[src/rtl/pipeline_hold_controller_if.sv]
// Front-end hold/flush bus between the pipeline stages and the hold controller.
// The slave side is the controller; the master side is the pipeline driving events.
interface pipeline_hold_controller_if #(
    parameter int CNT_WIDTH = 16
);
    logic                 fetchCacheMissStall_i;
    logic                 refillDone_i;
    logic                 regFileStall_i;
    logic                 branchFlush_i;
    logic                 perfClear_i;
    logic                 fetchTagQueryStall_o;
    logic                 fetchFullStall_o;
    logic                 decodeStall_o;
    logic                 flush_o;
    logic [1:0]           state_o;
    logic                 missTimeout_o;
    logic [CNT_WIDTH-1:0] stallCount_o;

    modport master (
        output fetchCacheMissStall_i, refillDone_i, regFileStall_i, branchFlush_i, perfClear_i,
        input  fetchTagQueryStall_o, fetchFullStall_o, decodeStall_o, flush_o,
        input  state_o, missTimeout_o, stallCount_o
    );

    modport slave (
        input  fetchCacheMissStall_i, refillDone_i, regFileStall_i, branchFlush_i, perfClear_i,
        output fetchTagQueryStall_o, fetchFullStall_o, decodeStall_o, flush_o,
        output state_o, missTimeout_o, stallCount_o
    );
endinterface

[src/rtl/pipeline_hold_controller.sv]
// Front-end hold controller: sequences cache-miss and register-file hazard stalls,
// branch flushes, a sticky miss timeout and a saturating stall-cycle counter.
module pipeline_hold_controller #(
    parameter int MISS_TIMEOUT = 64,
    parameter int CNT_WIDTH    = 16
) (
    input logic                      clock_i,
    input logic                      reset_i,
    pipeline_hold_controller_if.slave bus
);
    typedef enum logic [1:0] {
        RUN    = 2'd0,
        MISS   = 2'd1,
        REPLAY = 2'd2,
        HAZARD = 2'd3
    } state_t;

    localparam int TIMER_W = $clog2(MISS_TIMEOUT + 1);

    state_t               state_r;
    state_t               next_state_s;
    logic [TIMER_W-1:0]   miss_timer_r;
    logic                 tag_stall_r;
    logic                 full_stall_r;
    logic                 decode_stall_r;
    logic                 flush_r;
    logic                 timeout_r;
    logic [CNT_WIDTH-1:0] stall_count_r;

    // Flush beats everything; REPLAY behaves like RUN for its single cycle.
    function automatic state_t next_state_f(
        input state_t cur,
        input logic   flush,
        input logic   miss,
        input logic   refill,
        input logic   regfile
    );
        state_t ns;
        ns = RUN;
        if (flush) begin
            ns = RUN;
        end else begin
            case (cur)
                RUN, REPLAY: begin
                    if (miss)         ns = MISS;
                    else if (regfile) ns = HAZARD;
                    else              ns = RUN;
                end
                MISS: begin
                    if (refill) ns = REPLAY;
                    else        ns = MISS;
                end
                HAZARD: begin
                    if (miss)          ns = MISS;
                    else if (!regfile) ns = RUN;
                    else               ns = HAZARD;
                end
                default: ns = RUN;
            endcase
        end
        return ns;
    endfunction

    assign next_state_s = next_state_f(state_r, bus.branchFlush_i, bus.fetchCacheMissStall_i,
                                       bus.refillDone_i, bus.regFileStall_i);

    // State register, Moore-decoded stall outputs, flush pulse, timer and counters.
    always_ff @(posedge clock_i or negedge reset_i) begin
        if (!reset_i) begin
            state_r        <= RUN;
            tag_stall_r    <= 1'b0;
            full_stall_r   <= 1'b0;
            decode_stall_r <= 1'b0;
            flush_r        <= 1'b0;
            timeout_r      <= 1'b0;
            miss_timer_r   <= '0;
            stall_count_r  <= '0;
        end else begin
            state_r        <= next_state_s;
            tag_stall_r    <= (next_state_s == MISS);
            full_stall_r   <= (next_state_s == HAZARD);
            decode_stall_r <= (next_state_s == HAZARD);
            flush_r        <= bus.branchFlush_i;

            // Outside MISS the timer sits at zero, so every MISS entry starts fresh.
            if (state_r != MISS) begin
                miss_timer_r <= '0;
            end else if (miss_timer_r != TIMER_W'(MISS_TIMEOUT)) begin
                miss_timer_r <= miss_timer_r + TIMER_W'(1);
            end else begin
                miss_timer_r <= miss_timer_r;
            end

            // Set only on the cycle the timer reaches the limit, so a clear mid-miss sticks.
            if (bus.perfClear_i) begin
                timeout_r <= 1'b0;
            end else if ((state_r == MISS) && (miss_timer_r == TIMER_W'(MISS_TIMEOUT - 1))) begin
                timeout_r <= 1'b1;
            end else begin
                timeout_r <= timeout_r;
            end

            if (bus.perfClear_i) begin
                stall_count_r <= '0;
            end else if (((state_r == MISS) || (state_r == HAZARD)) &&
                         (stall_count_r != {CNT_WIDTH{1'b1}})) begin
                stall_count_r <= stall_count_r + CNT_WIDTH'(1);
            end else begin
                stall_count_r <= stall_count_r;
            end
        end
    end

    assign bus.fetchTagQueryStall_o = tag_stall_r;
    assign bus.fetchFullStall_o     = full_stall_r;
    assign bus.decodeStall_o        = decode_stall_r;
    assign bus.flush_o              = flush_r;
    assign bus.state_o              = state_r;
    assign bus.missTimeout_o        = timeout_r;
    assign bus.stallCount_o         = stall_count_r;
endmodule
[src/flat_wrapper.sv]
// flat-port wrapper written by rule: the top's interface ports become plain ports
module pipeline_hold_controller_flat 
#(
    parameter int MISS_TIMEOUT = 64,
    parameter int CNT_WIDTH    = 16
)
  (clock_i, reset_i, bus_fetchCacheMissStall_i, bus_refillDone_i, bus_regFileStall_i, bus_branchFlush_i, bus_perfClear_i, bus_fetchTagQueryStall_o, bus_fetchFullStall_o, bus_decodeStall_o, bus_flush_o, bus_state_o, bus_missTimeout_o, bus_stallCount_o);
  pipeline_hold_controller_if #(.CNT_WIDTH(CNT_WIDTH)) bus_i ();
  input logic clock_i;
  input logic reset_i;
  input wire logic [$bits(bus_i.fetchCacheMissStall_i)-1:0] bus_fetchCacheMissStall_i;
  input wire logic [$bits(bus_i.refillDone_i)-1:0] bus_refillDone_i;
  input wire logic [$bits(bus_i.regFileStall_i)-1:0] bus_regFileStall_i;
  input wire logic [$bits(bus_i.branchFlush_i)-1:0] bus_branchFlush_i;
  input wire logic [$bits(bus_i.perfClear_i)-1:0] bus_perfClear_i;
  output wire logic [$bits(bus_i.fetchTagQueryStall_o)-1:0] bus_fetchTagQueryStall_o;
  output wire logic [$bits(bus_i.fetchFullStall_o)-1:0] bus_fetchFullStall_o;
  output wire logic [$bits(bus_i.decodeStall_o)-1:0] bus_decodeStall_o;
  output wire logic [$bits(bus_i.flush_o)-1:0] bus_flush_o;
  output wire logic [$bits(bus_i.state_o)-1:0] bus_state_o;
  output wire logic [$bits(bus_i.missTimeout_o)-1:0] bus_missTimeout_o;
  output wire logic [$bits(bus_i.stallCount_o)-1:0] bus_stallCount_o;
  assign bus_i.fetchCacheMissStall_i = bus_fetchCacheMissStall_i;
  assign bus_i.refillDone_i = bus_refillDone_i;
  assign bus_i.regFileStall_i = bus_regFileStall_i;
  assign bus_i.branchFlush_i = bus_branchFlush_i;
  assign bus_i.perfClear_i = bus_perfClear_i;
  assign bus_fetchTagQueryStall_o = bus_i.fetchTagQueryStall_o;
  assign bus_fetchFullStall_o = bus_i.fetchFullStall_o;
  assign bus_decodeStall_o = bus_i.decodeStall_o;
  assign bus_flush_o = bus_i.flush_o;
  assign bus_state_o = bus_i.state_o;
  assign bus_missTimeout_o = bus_i.missTimeout_o;
  assign bus_stallCount_o = bus_i.stallCount_o;
  pipeline_hold_controller #(.MISS_TIMEOUT(MISS_TIMEOUT), .CNT_WIDTH(CNT_WIDTH)) u_core (.clock_i(clock_i), .reset_i(reset_i), .bus(bus_i));
endmodule
[config.mk]
export PLATFORM = sky130hd
export DESIGN_NAME = pipeline_hold_controller_flat
export DESIGN_NICKNAME = d
export VERILOG_FILES = /design/src/rtl/pipeline_hold_controller_if.sv /design/src/rtl/pipeline_hold_controller.sv /design/src/flat_wrapper.sv
export SDC_FILE = /design/constraint.sdc
export NUM_CORES = 1
export LEC_CHECK = 0
export CAP_MARGIN = 20
export CORE_MARGIN = 3
export CORE_UTILIZATION = 45
export CTS_BUF_LIST = sky130_fd_sc_hd__clkbuf_4 sky130_fd_sc_hd__clkbuf_8 sky130_fd_sc_hd__clkbuf_16
export DETAILED_ROUTE_END_ITERATION = 10
export PLACE_DENSITY_LB_ADDON = 0.3
export SETUP_SLACK_MARGIN = 0.1
export SLEW_MARGIN = 40
export SYNTH_ARGS = -nofsm -noshare
export SYNTH_HDL_FRONTEND = slang
export SYNTH_SLANG_ARGS = --single-unit
export TNS_END_PERCENT = 10
[constraint.sdc]
create_clock -name clock_i -period 3.4 [get_ports clock_i]
set_input_delay 0.51 -clock clock_i [delete_from_list [all_inputs] [get_ports clock_i]]
set_output_delay 0.51 -clock clock_i [all_outputs]
set_load 0.1 [all_outputs]
==> flow_summary.ini <==
[status]
status = finished clean

[sta]
clock_skew_ns = 0.00954
holdWs_ns = 0.513
max_freq_ghz = 0.567
tightest_slew_ns = 0.694
slew_headroom_pct = 53.6
final_hold_viol_count = 0
setup_violations = 0
post-route-period-util_pct = 51.9
maxSlewViolCount = 0
rsz0062_at_grt = false
fin_crit_ns = 1.76
finalSetupTns_ns = 0

[global_route]
grt_pass1_wl_um = 5460
antenna_found_initial = 0
grt-ovfl-total = 0
grt_pass1_vias = 1226
grt.total_usage_pct = 17.4
grt_start_max_net_pins = 30

[power]
total_power_mw = 0.678
power.leakage_nw = 0.826
peakVddDrop_v = 0.000258
powerDensity_nw_per_um2 = 386

[clock_network]
htree_levels = 2
clkSinkCount = 29
cts_tree = yes
cts_buffers = 5
hold_buffers = 0
root_buffer = clkbuf_4
cts_buffer_depth = 2
ctsResizeCount = 0
cts_setup_buffers = 0
clock_latency_ns = 0.32
clkTransAtPathRegs_ns = 0.08

[synthesis]
ys_warn_count = 0
synth_nets = 161
synth_edf_count = 0
yosysTopAreaCellShare_pct = 48.5
ys_seq_elements = 29
synth_top_area_cell = dfrtp_1
avgSynthCellArea_um2 = 9.91
ys_types = 37
synthArstFlopShare_pct = 100
synthCells = 151
synth_flop_cell = dfrtp_1
synth-seq-area-share_pct = 48.5
synth_area_um2 = 1500
synth_area_leaders = dfrtp_1 (48%), a21oi_1 (4.3%), nor2_1 (3.8%), ha_1 (2.5%), nand2_1 (2.5%)

[route]
drc = 0
drtPass1Iterations = 4
num_vias = 1280
wl_per_cell_um = 14.2
viasPerCell = 5.66
routed_wirelength_um = 3200
drt-met1-wl_um = 1380
drtIter0Drc = 159
met2_length_um = 1590
highest_layer = met4
detail-route-antenna-nets = 0
wl_met3_um = 212

[critical_path]
cp_max_fo = 8
critPathRequiredTime_ns = 2.89
path_cells = buf_2
cp_slowest_stage_delay_ns = 0.47
start_kind = register
worst-path-buf-inv = 1
crit_family = flip-flops
worst_ep_arrival_time_ns = 1.25
path_class = register to primary output
slowest_stage = dfrtp_1
cp-end-kind = primary output

[final_layout]
drive_gt1_share_pct = 20.3
layout_commonest_cell = dfrtp_1
multiInputGateArea_um2 = 718
final_cell_mix = dfrtp_1 (29), buf_2 (23), nor2_1 (15)
final-seq-area_um2 = 726
antenna_cells = 0
fin_cells = 226
nets = 192
fillers = 296
finalCoreUtilization_pct = 56.7
area_delta_synth_final_pct = 17.6

[floorplanning]
die_height_um = 63.7
ioPinCount = 30
die_w_um = 63.7
start_util_pct = 48.2
die-area_um2 = 4050
coreArea_um2 = 3100
rows = 20

[run]
maxCapViolCount = 0

[place]
gp_congestion = 0.803
io_buffers = 29
dp_hpwl_um = 2290
dp_cells = 219

[min_path]
hold_class = register to register
-- flip-flops by register name (all words and copies together), names as in the netlist --
signal	cells
u_core.bus.fetchTagQueryStall_o	1
u_core.bus.missTimeout_o	1
u_core.bus.state_o	2
u_core.bus.flush_o	1
u_core.bus.stallCount_o	16
u_core.miss_timer_r	7
u_core.bus.fetchFullStall_o	1
-- final cells by class --
cell class                      count  area share (%)
Timing Repair Buffer               30            10.4
Clock buffer                        7            3.34
Inverter                            5            1.07
Multi-Input combinational cell    111            40.8
Tap cell                           44            3.13
Sequential cell                    29            41.3
-- Yosys cell counts, types with 2 or more instances --
library cell and count:
dfrtp_1 29, nor2_1 15, a21oi_1 13, nand2_1 10, nand3_1 7, and3_1 5, inv_1 5, o21ai_0 5
o31ai_1 5, or3_1 5, clkbuf_1 4, nor3_1 4, or4_1 4, ha_1 3, mux2i_1 3, nand4_1 3
nor2b_1 3, xor2_1 3, a211oi_1 2, a31oi_1 2, nand2b_1 2, nand3b_1 2, nand4_2 2, xnor2_1 2
-- layer usage --
metal  track usage [%]  vias up
li1                  -      615
met1              20.7      620
met2              28.7       43
met3              6.60        2
met4              6.20        0
met5                 0        -
-- final timing paths --
check | endpoint | cells past startpoint | from | slack [ns]
min | u_core.bus.missTimeout_o$_DFFE_PN0P_ | 2 | u_core.bus.missTimeout_o$_DFFE_PN0P_ | 0.51
max | bus_stallCount_o[8] | 1 | u_core.bus.stallCount_o[8]$_DFFE_PN0P_ | 1.64
max in group asynchronous | u_core.bus.stallCount_o[9]$_DFFE_PN0P_ | 2 | reset_i | 2.56
min reg2reg | u_core.bus.missTimeout_o$_DFFE_PN0P_ | 2 | u_core.bus.missTimeout_o$_DFFE_PN0P_ | 0.51
max reg2reg | u_core.bus.stallCount_o[14]$_DFFE_PN0P_ | 5 | u_core.bus.stallCount_o[0]$_DFFE_PN0P_ | 1.64
min in group asynchronous | u_core.bus.stallCount_o[5]$_DFFE_PN0P_ | 2 | reset_i | 0.56
-- power breakdown --
group	internal, mW	leakage, nW	switching, mW
clock network	0.105	0.0348	0.109
registers	0.353	0.397	0.00875
logic	0.0227	0.395	0.0795
-- kinds of logic (layout without fill, tap and decap cells) --
family,Yosys count,count (layout),synth area share [%]
AO/OA/AOI/OAI,30,30,12.1
buffers and inverters,11,42,3.51
multiplexers,4,4,2.76
XOR/XNOR,5,5,2.93
adder cells (fa/ha/maj),3,3,2.51
AND/OR/NAND/NOR,69,69,27.7
flip-flops,29,29,48.5
-- stage by stage --
| stage | setup slack, ns | instance area (µm²) |
|---|---|---|
| after global routing | 1.45 | 1760 |
| after global placement | 1.30 | 1820 |
| final | 1.64 | 1760 |
| after detailed placement | 1.37 | 1700 |
| after floorplan | 1.08 | 1500 |
| after CTS | 1.62 | 1760 |
Note: power is estimated with default switching activity, not from simulation.
